===== config.mk =====
export PLATFORM = sky130hd
export DESIGN_NAME = layer_fetch_arbiter
export DESIGN_NICKNAME = d
export VERILOG_FILES = /design/src/rtl/layer_fetch_pkg.sv /design/src/rtl/layer_priority_mux.sv /design/src/rtl/layer_fetch_arbiter.sv
export SDC_FILE = /design/constraint.sdc
export NUM_CORES = 1
export LEC_CHECK = 0
export BUFFER_PORTS_ARGS = -buffer_cell sky130_fd_sc_hd__buf_4
export CORE_UTILIZATION = 25
export DETAILED_ROUTE_END_ITERATION = 12
export GPL_TIMING_DRIVEN = 1
export PLACE_DENSITY_LB_ADDON = 0.15
export SYNTH_ARGS = -nofsm -noshare
export SYNTH_HDL_FRONTEND = slang
export SYNTH_SLANG_ARGS = --single-unit

===== constraint.sdc =====
create_clock -name clk -period 9.3 [get_ports clk]
set_clock_uncertainty 0.1 [all_clocks]
set_input_delay 2.325 -clock clk [delete_from_list [all_inputs] [get_ports clk]]
set_output_delay 2.325 -clock clk [all_outputs]
set_load 0.05 [all_outputs]

===== src/rtl/layer_fetch_pkg.sv =====
// -----------------------------------------------------------------------------
// layer_fetch_pkg
// Shared types and constants for the layer fetch arbiter and its compositor.
//   state_t    : fetch controller states (IDLE, FETCH)
//   LF_ADDR_W  : default SRAM address width
//   LF_DATA_W  : default pixel width (4:4:4 RGB)
//   LF_KEY     : default chroma-key colour for sprite layers
//   LF_BLACK   : pixel driven when blanked or when no layer contributes
// -----------------------------------------------------------------------------
package layer_fetch_pkg;

  typedef enum logic {
    IDLE  = 1'b0,
    FETCH = 1'b1
  } state_t;

  localparam int          LF_ADDR_W = 17;
  localparam int          LF_DATA_W = 12;
  localparam logic [11:0] LF_KEY    = 12'h0f0;
  localparam logic [11:0] LF_BLACK  = 12'h000;

endpackage


===== src/rtl/layer_priority_mux.sv =====
// -----------------------------------------------------------------------------
// layer_priority_mux
// Combinational compositor: picks the topmost requested, non-transparent layer.
// The background (highest index) is never keyed. Blanking forces black.
// Ports:
//   i_cap      in  N_LAYERS*DATA_W  captured pixels, layer i at [i*DATA_W +: DATA_W]
//   i_req      in  N_LAYERS         per-layer request bits of the window
//   i_video_on in  1                visible-area flag of the window
//   o_pixel    out DATA_W           composited pixel
// -----------------------------------------------------------------------------
module layer_priority_mux
  import layer_fetch_pkg::*;
#(
  parameter int                N_LAYERS = 4,
  parameter int                DATA_W   = LF_DATA_W,
  parameter logic [DATA_W-1:0] KEY      = DATA_W'(LF_KEY)
) (
  input  logic [N_LAYERS*DATA_W-1:0] i_cap,
  input  logic [N_LAYERS-1:0]        i_req,
  input  logic                       i_video_on,
  output logic [DATA_W-1:0]          o_pixel
);

  logic w_found;

  always_comb begin
    o_pixel = DATA_W'(LF_BLACK);
    w_found = 1'b0;
    for (int i = 0; i < N_LAYERS - 1; i++) begin
      if (!w_found && i_req[i] && (i_cap[i*DATA_W +: DATA_W] != KEY)) begin
        o_pixel = i_cap[i*DATA_W +: DATA_W];
        w_found = 1'b1;
      end
    end
    if (!w_found && i_req[N_LAYERS-1]) begin
      o_pixel = i_cap[(N_LAYERS-1)*DATA_W +: DATA_W];
    end
    if (!i_video_on) begin
      o_pixel = DATA_W'(LF_BLACK);
    end
  end

endmodule


===== src/rtl/layer_fetch_arbiter.sv =====
// -----------------------------------------------------------------------------
// layer_fetch_arbiter
// Time-multiplexes one read-only SRAM port over N display layers and composites
// the fetched pixels. A pixel_tick snapshots all layer requests/addresses; each
// layer then gets one fixed read slot, and the composited pixel is presented
// with a one-cycle rgb_valid pulse N_LAYERS+2 cycles after the tick.
// Ports:
//   clk, reset_n  in   clock, synchronous active-low reset
//   pixel_tick    in   starts a fetch window (accepted in IDLE or on last slot)
//   video_on      in   visible-area flag, snapshotted with pixel_tick
//   layer_req     in   per-layer request
//   layer_addr    in   packed per-layer SRAM addresses
//   sram_en/addr  out  SRAM read strobe and address
//   sram_data     in   SRAM read data, one cycle after sram_en
//   rgb_out       out  composited pixel, held between valid pulses
//   rgb_valid     out  one-cycle pulse when rgb_out updates
//   overrun       out  sticky: tick arrived while a window was still issuing
// -----------------------------------------------------------------------------
module layer_fetch_arbiter
  import layer_fetch_pkg::*;
#(
  parameter int                N_LAYERS = 4,
  parameter int                ADDR_W   = LF_ADDR_W,
  parameter int                DATA_W   = LF_DATA_W,
  parameter logic [DATA_W-1:0] KEY      = DATA_W'(LF_KEY)
) (
  input  logic                       clk,
  input  logic                       reset_n,
  input  logic                       pixel_tick,
  input  logic                       video_on,
  input  logic [N_LAYERS-1:0]        layer_req,
  input  logic [N_LAYERS*ADDR_W-1:0] layer_addr,
  output logic                       sram_en,
  output logic [ADDR_W-1:0]          sram_addr,
  input  logic [DATA_W-1:0]          sram_data,
  output logic [DATA_W-1:0]          rgb_out,
  output logic                       rgb_valid,
  output logic                       overrun
);

  localparam int                SLOT_W = (N_LAYERS > 1) ? $clog2(N_LAYERS) : 1;
  localparam logic [SLOT_W-1:0] LAST   = SLOT_W'(N_LAYERS - 1);

  state_t              r_state, w_state_nxt;
  logic [SLOT_W-1:0]   r_slot, w_slot_nxt;
  logic                w_accept, w_issue, w_ovr_set;

  logic [N_LAYERS-1:0] r_snap_req;
  logic [ADDR_W-1:0]   r_snap_addr [N_LAYERS];
  logic                r_snap_vid;

  logic                r_vld_p1;
  logic [SLOT_W-1:0]   r_slot_p1;
  logic                r_req_p1;
  logic                r_vid_p1;

  logic [DATA_W-1:0]   r_cap [N_LAYERS];
  logic [N_LAYERS-1:0] r_cap_req;

  logic [N_LAYERS*DATA_W-1:0] w_cap_cmp;
  logic [N_LAYERS-1:0]        w_req_cmp;
  logic [DATA_W-1:0]          w_pixel;
  logic                       w_compose;

  always_ff @(posedge clk) begin
    if (!reset_n) begin
      r_state <= IDLE;
      r_slot  <= '0;
    end else begin
      r_state <= w_state_nxt;
      r_slot  <= w_slot_nxt;
    end
  end

  // The last slot doubles as an accept point so windows can run back to back.
  always_comb begin
    w_state_nxt = r_state;
    w_slot_nxt  = r_slot;
    w_accept    = 1'b0;
    w_issue     = 1'b0;
    w_ovr_set   = 1'b0;
    case (r_state)
      IDLE: begin
        if (pixel_tick) begin
          w_accept    = 1'b1;
          w_state_nxt = FETCH;
          w_slot_nxt  = '0;
        end
      end
      FETCH: begin
        w_issue = 1'b1;
        if (r_slot == LAST) begin
          w_slot_nxt = '0;
          if (pixel_tick) begin
            w_accept    = 1'b1;
            w_state_nxt = FETCH;
          end else begin
            w_state_nxt = IDLE;
          end
        end else begin
          w_slot_nxt = r_slot + SLOT_W'(1);
          w_ovr_set  = pixel_tick;
        end
      end
      default: begin
        w_state_nxt = IDLE;
        w_slot_nxt  = '0;
      end
    endcase
  end

  // Unrequested layers keep their slot but leave the SRAM idle.
  always_comb begin
    sram_en   = 1'b0;
    sram_addr = '0;
    if (w_issue) begin
      sram_en   = r_snap_req[r_slot];
      sram_addr = r_snap_addr[r_slot];
    end
  end

  // ---- snapshot / issue stage ----
  always_ff @(posedge clk) begin
    if (!reset_n) begin
      r_snap_req <= '0;
      r_snap_vid <= 1'b0;
      for (int i = 0; i < N_LAYERS; i++) r_snap_addr[i] <= '0;
      r_vld_p1   <= 1'b0;
      r_slot_p1  <= '0;
      r_req_p1   <= 1'b0;
      r_vid_p1   <= 1'b0;
      overrun    <= 1'b0;
    end else begin
      if (w_accept) begin
        r_snap_req <= layer_req;
        r_snap_vid <= video_on;
        for (int i = 0; i < N_LAYERS; i++) r_snap_addr[i] <= layer_addr[i*ADDR_W +: ADDR_W];
      end
      r_vld_p1  <= w_issue;
      r_slot_p1 <= r_slot;
      r_req_p1  <= w_issue & r_snap_req[r_slot];
      r_vid_p1  <= r_snap_vid;
      if (w_ovr_set) overrun <= 1'b1;
    end
  end

  // ---- capture stage ----
  // The last slot's data is bypassed straight into the compositor so the
  // pixel registers in the same cycle that capture lands. Request and video
  // flags travel with the slot, since the snapshot may already belong to the
  // next window by then.
  always_comb begin
    w_cap_cmp = '0;
    w_req_cmp = r_cap_req;
    for (int i = 0; i < N_LAYERS; i++) begin
      w_cap_cmp[i*DATA_W +: DATA_W] = r_cap[i];
      if (r_vld_p1 && (r_slot_p1 == SLOT_W'(i))) begin
        w_req_cmp[i] = r_req_p1;
        if (r_req_p1) w_cap_cmp[i*DATA_W +: DATA_W] = sram_data;
      end
    end
  end

  assign w_compose = r_vld_p1 && (r_slot_p1 == LAST);

  always_ff @(posedge clk) begin
    if (!reset_n) begin
      for (int i = 0; i < N_LAYERS; i++) r_cap[i] <= '0;
      r_cap_req <= '0;
    end else if (r_vld_p1) begin
      r_cap_req[r_slot_p1] <= r_req_p1;
      if (r_req_p1) r_cap[r_slot_p1] <= sram_data;
    end
  end

  layer_priority_mux #(
    .N_LAYERS (N_LAYERS),
    .DATA_W   (DATA_W),
    .KEY      (KEY)
  ) u_mux (
    .i_cap      (w_cap_cmp),
    .i_req      (w_req_cmp),
    .i_video_on (r_vid_p1),
    .o_pixel    (w_pixel)
  );

  // ---- compose / output stage ----
  always_ff @(posedge clk) begin
    if (!reset_n) begin
      rgb_out   <= '0;
      rgb_valid <= 1'b0;
    end else begin
      rgb_valid <= w_compose;
      if (w_compose) rgb_out <= w_pixel;
    end
  end

endmodule


# [After elaboration in Yosys (flattened, before gate mapping)]
# Memory sizes are Yosys's and may differ from the RTL's. A register that Yosys moved wholly into a read port is not among the register bits.
# Cells that the tools add are included.
[classes] addsub=1 n_mul=0 n_div=0 magnitude_cmp=3 eq_ne=8 shifts=0 n_mux=54 n_bitwise=6 reduce_logical=16
[op_table] operator="$mux W12" n=13
[op_table] operator="$mux W17" n=5
[op_table] operator="$ne A12 B8 Y1 const B" n=3
[op_table] operator="$mux W1" n=25
[op_table] operator="$reduce_or A12 Y1" n=1
[op_table] operator="$logic_and A1 B1 Y1" n=11
[op_table] operator="$mux W2" n=5
[op_table] operator="$eq A2 B2 Y1 const B" n=3
[op_table] operator="$lt A2 B3 Y1 const B" n=2
[op_table] operator="$bwmux W4" n=1
[op_table] operator="$or A1 B1 Y1" n=4
[op_table] operator="$pmux W1 S2" n=2
[op_table] operator="$pmux W2 S2" n=1
[op_table] operator="$logic_not A1 Y1" n=3
[op_table] operator="$add A2 B1 Y2 const B" n=1
[op_table] operator="$bmux W1 S2" n=1
[op_table] operator="$demux W1 S2" n=1
[op_table] operator="$eq A2 B1 Y1 const B" n=1
[op_table] operator="$ge A2 B1 Y1 const B" n=1
[op_table] operator="$logic_not A2 Y1" n=1
[op_table] operator="$ne A2 B2 Y1 const B" n=1
[op_table] operator="$and A1 B1 Y1" n=1
[op_table] operator="$not A1 Y1" n=1
[totals] ff_bits=31 latch_bits=0 mem_bits_rw=116 mem_bits_ro=0 inputBits=88 word_cells=102 n_memories=2
[memory_table] memory="r_snap_addr" words=4 word_bits=17 read_ports=1 rd_clocked_by_memory_dff=1 wr=4 line_no="layer_fetch_arbiter.sv:49" source="logic [ADDR_W-1:0] r_snap_addr [N_LAYERS];"
[memory_table] memory="r_cap" words=4 word_bits=12 read_ports=4 rd_clocked_by_memory_dff=0 wr=4 line_no="layer_fetch_arbiter.sv:57" source="logic [DATA_W-1:0] r_cap [N_LAYERS];"

# [Logic depth before layout (Yosys ltp)]
[logic_depth] ltp_word=18 depth_mapped=10

# [Cells and area by module]
# Synthesis repeated with hierarchy kept, for this count alone.
[unflattened] hier_cells=578 hier_area_um2=7194.4
[modules_own_cells] mod="layer_fetch_arbiter" instances=1 cells_each=497 area_per_inst_um2=6663.9 seq_area_each_um2=4144.0
[modules_own_cells] mod="layer_priority_mux" instances=1 cells_each=81 area_per_inst_um2=530.5 seq_area_each_um2=0.0

# [Least setup slack after synthesis]
# OpenSTA, ideal clock, no wires.
[synth_path] path_kind="flip-flop to output port" startpoint="register (tool-made name)" endpoint="output port sram_addr[10]" arrival_ns=2.146 path_slack_ns=4.729 path_stages_with_launch=5 path_buffers=2 cell_sequence="dfxtp_1 -> clkbuf_1 -> buf_1 -> mux4_2 -> and2_1"
[synth_lines] item="to (decl)" line_no="layer_fetch_arbiter.sv:34" source="output logic [ADDR_W-1:0] sram_addr,"

# [Worst setup path in the final report]
[layout_path] startpoint="input port sram_data[8]" endpoint="register rgb_out[11]"
[layout_via] elab_chain_cells=17 elab_cells_between_ends=26 cone_classes="eq/ne: 3; mux: 14; reduce/logical: 9"
[layout_lines] item="from (decl)" line_no="layer_fetch_arbiter.sv:35" source="input logic [DATA_W-1:0] sram_data,"
[layout_lines] item="$mux W12" line_no="layer_fetch_arbiter.sv:159" source="if (r_req_p1) w_cap_cmp[i*DATA_W +: DATA_W] = sram_data;"
[layout_lines] item="$mux W12" line_no="layer_fetch_arbiter.sv:157" source="if (r_vld_p1 && (r_slot_p1 == SLOT_W'(i))) begin"
[layout_lines] item="$ne A12 B8 Y1" line_no="layer_priority_mux.sv:30" source="if (!w_found && i_req[i] && (i_cap[i*DATA_W +: DATA_W] != KEY)) begin"
[layout_lines] item="$logic_and A1 B1 Y1" line_no="layer_priority_mux.sv:30"
[layout_lines] item="$mux W1" line_no="layer_priority_mux.sv:30"
[layout_lines] item="$logic_not A1 Y1" line_no="layer_priority_mux.sv:30"
[layout_lines] item="$logic_and A1 B1 Y1 (2 in a row)" line_no="layer_priority_mux.sv:30"
[layout_lines] item="$mux W1" line_no="layer_priority_mux.sv:30"
[layout_lines] item="$logic_not A1 Y1" line_no="layer_priority_mux.sv:30"
[layout_lines] item="$logic_and A1 B1 Y1 (2 in a row)" line_no="layer_priority_mux.sv:30"
[layout_lines] item="$mux W1" line_no="layer_priority_mux.sv:30"
[layout_lines] item="$logic_not A1 Y1" line_no="layer_priority_mux.sv:35" source="if (!w_found && i_req[N_LAYERS-1]) begin"
[layout_lines] item="$logic_and A1 B1 Y1" line_no="layer_priority_mux.sv:35"
[layout_lines] item="$mux W12 (*)" line_no="layer_priority_mux.sv:35"
[layout_lines] item="$mux W12 (*)" line_no="layer_priority_mux.sv:38" source="if (!i_video_on) begin"
[layout_lines] item="to (signal assigned)" line_no="layer_fetch_arbiter.sv:194" source="if (w_compose) rgb_out <= w_pixel;"
[layout_lines] item="to (decl)" line_no="layer_fetch_arbiter.sv:36" source="output logic [DATA_W-1:0] rgb_out,"
# Mark *: on every way between the ends. The rest lies on a longest branch, timed or not.
# A chain may end at the register's enable or synchronous reset.

==> metrics <==
final cell count without fillers 1046; number of cells produced by synthesis roughly 550; ys flop type edfxtp_1; CTS max path bufs 2; setup repair bufs after CTS 0; setup TNS 0 ns; sequential area share after synthesis around three fifths; H-Tree Depth 4; hpwl dp between 10000 and 15000 um; CTS tree yes; first-pass GRT wire length 29070 um; critical path capture point type flip-flop; largest net degree at the start of global routing 74; Tcrit/Tclk final about 53%; final core utilization 32.21%; final instance area around 0.0087 sq mm; Clk pin slew, worst setup/hold paths ~0.070 ns; area leader, netlist edfxtp_1; Worst Setup Slack, final 4.377 ns; FF-to-FF path depth 6; mean area per synthesized cell between 10 and 15 sq um; Final Hold Slack 0.3561 ns; most frequent cells in the layout 124 x buf_4, 116 x edfxtp_1, 93 x and2_1, 39 x nor2_1, 37 x nand2_1; clock sink count 149; fin crit period ~4.9 ns; row count 60; initial antenna violation count 0; RD Place Congestion 0.8425; I/O Pins 120; share of cells above drive strength 1 between 20% and 30%; pre-CTS WS ~4.1 ns; TritonCTS Buffers 17; status finished, final reports clean; RSZ-0062 raised after global routing false; # DRC 0; CP max FO 12; VDD IR max between 0.09 and 0.1 mV; Layout Nets 750; ANT nets after route 0; most common cell after layout, fill and taps aside buf_4; YS warnings 0; synth unique cells 53; Worst slew margin about a tenth; Hold WC Path Type reg2reg; Tot GR Track Use 13.67%; vias per cell approximately 4.6; WL/cell roughly 18 um; Port Buffers roughly 120; Worst-Margin Slew about 1.3 ns; Static Leak ~3.4 nW; Die Y between 150 and 200 um; count of pins over their slew limit 0; Die Footprint ~0.028 sq mm; Post-DP Area 0.008183 sq mm; Setup crit start kind input port; Final Setup Violations 0; post-CTS sizing 0; Post-CTS Hold Buffers 0; Clk Latency, worst-skew pair slightly above 0.4 ns; Tot Pwr 1.534 mW; core area ~0.027 sq mm; Root Buffer clkbuf_16; Vias 4813; flops & latches, synth around 150; initial DRC count slightly below 400; Initial Utilization approximately a quarter; Mapped Area between 0.006 and 0.007 sq mm; Post-Place Cells 1014; grt ovf 0; Max Cap Viol 0; Area growth syn-to-layout 25.67%; Die Wd 168.7 um; maximum clock rate ~0.20 GHz; final wirelength 18910 um; worst hold path cell count 2; Crit Path Class in2reg; Ant. Diodes 0; FFs w/ async S/R, synth 0%; pwr dens between 150 and 200 mW/mm^2; number of global-route vias before repair 4968; crit path DAT 5.13 ns; Net Count, Synth between 600 and 700; Hold Fails Final Rpt 0; Synth area leaders edfxtp_1 50%, dfxtp_1 9.5%, and2_1 8.4%; drt first pass iters 5; Post-synth EDFFs roughly 120; Synth top area share between 50 and 60%; required time worst endpoint between 9 and 10 ns
[synth_stat cells, types with 3 or more instances]
cell,n
nor4b_1,7
nor2b_1,6
nor4bb_1,4
buf_2,3
a32oi_1,6
nand4_1,15
and2_1,93
nand3_1,3
clkbuf_1,25
dfxtp_1,33
buf_6,4
nor2_1,39
and3_1,7
o21ai_0,4
o211ai_1,5
mux4_2,18
a21oi_1,15
a2111oi_1,3
a2111oi_0,4
inv_1,18
a22o_1,10
nand2_1,37
mux2i_1,11
mux2_2,15
nor3_1,4
edfxtp_1,116
o21ai_1,15
[per-layer routing]
layer	track usage (%)	vias to the layer above	wire, um
met1	17.16	2360	8245
met4	4.229	0	274
met3	4.419	20	1391
met5	0	-	0
li1	-	2262	-
met2	22.26	171	8994
[kinds of logic (layout without fill, tap and decap cells)]
group,Yosys count,count (layout),share of synthesized area [%]
adders and majority gates,1,1,0.1801
and+or+nand+nor,232,232,19.45
muxes,45,45,10.07
DFF,149,149,59.65
AOI/OAI and AO/OA,73,73,7.349
buffers and inverters,52,174,3.296
[critical path, stage by stage]
cell	delay, ns
buf_4	0.13
nor4b_1	0.44
and3_1	0.35
a2bb2oi_2	0.33
nor4b_2	1.13
a21oi_1	0.17
a22o_1	0.25
[flip-flops by register name, indices dropped and copies added, names as in the netlist, 2 cells and up, named ones only]
register,count
r_snap_addr,68
r_cap,48
rgb_out,12
r_cap_req,4
r_snap_req,4
r_slot,2
r_slot_p1,2
[final timing paths]
check	slack, ns	end	startpoint
setup / recovery	4.38	rgb_out[11]	sram_data[8]
hold / removal	0.36	rgb_out[0]	rgb_out[0]
setup reg to reg	5.90	rgb_out[11]	r_slot_p1[0]
hold reg to reg	0.36	rgb_out[0]	rgb_out[0]
[report_power, final]
group / internal, mW / switching [mW] / total, mW
logic: 0.0588 / 0.0604 / 0.119
registers: 0.752 / 0.0171 / 0.769
clock network: 0.348 / 0.297 / 0.645
total: 1.16 / 0.374 / 1.53
[area by class of cell]
cell class	instances	area [sq um]
Fill cell	2742	18370
Sequential cell	149	4144
Multi-Input combinational cell	351	2575
Timing Repair Buffer	124	930.9
Tap cell	372	465.4
Clock buffer	17	425.4
Clock inverter	15	121.4
Inverter	18	67.56
Power figures use the tool's default switching activity.
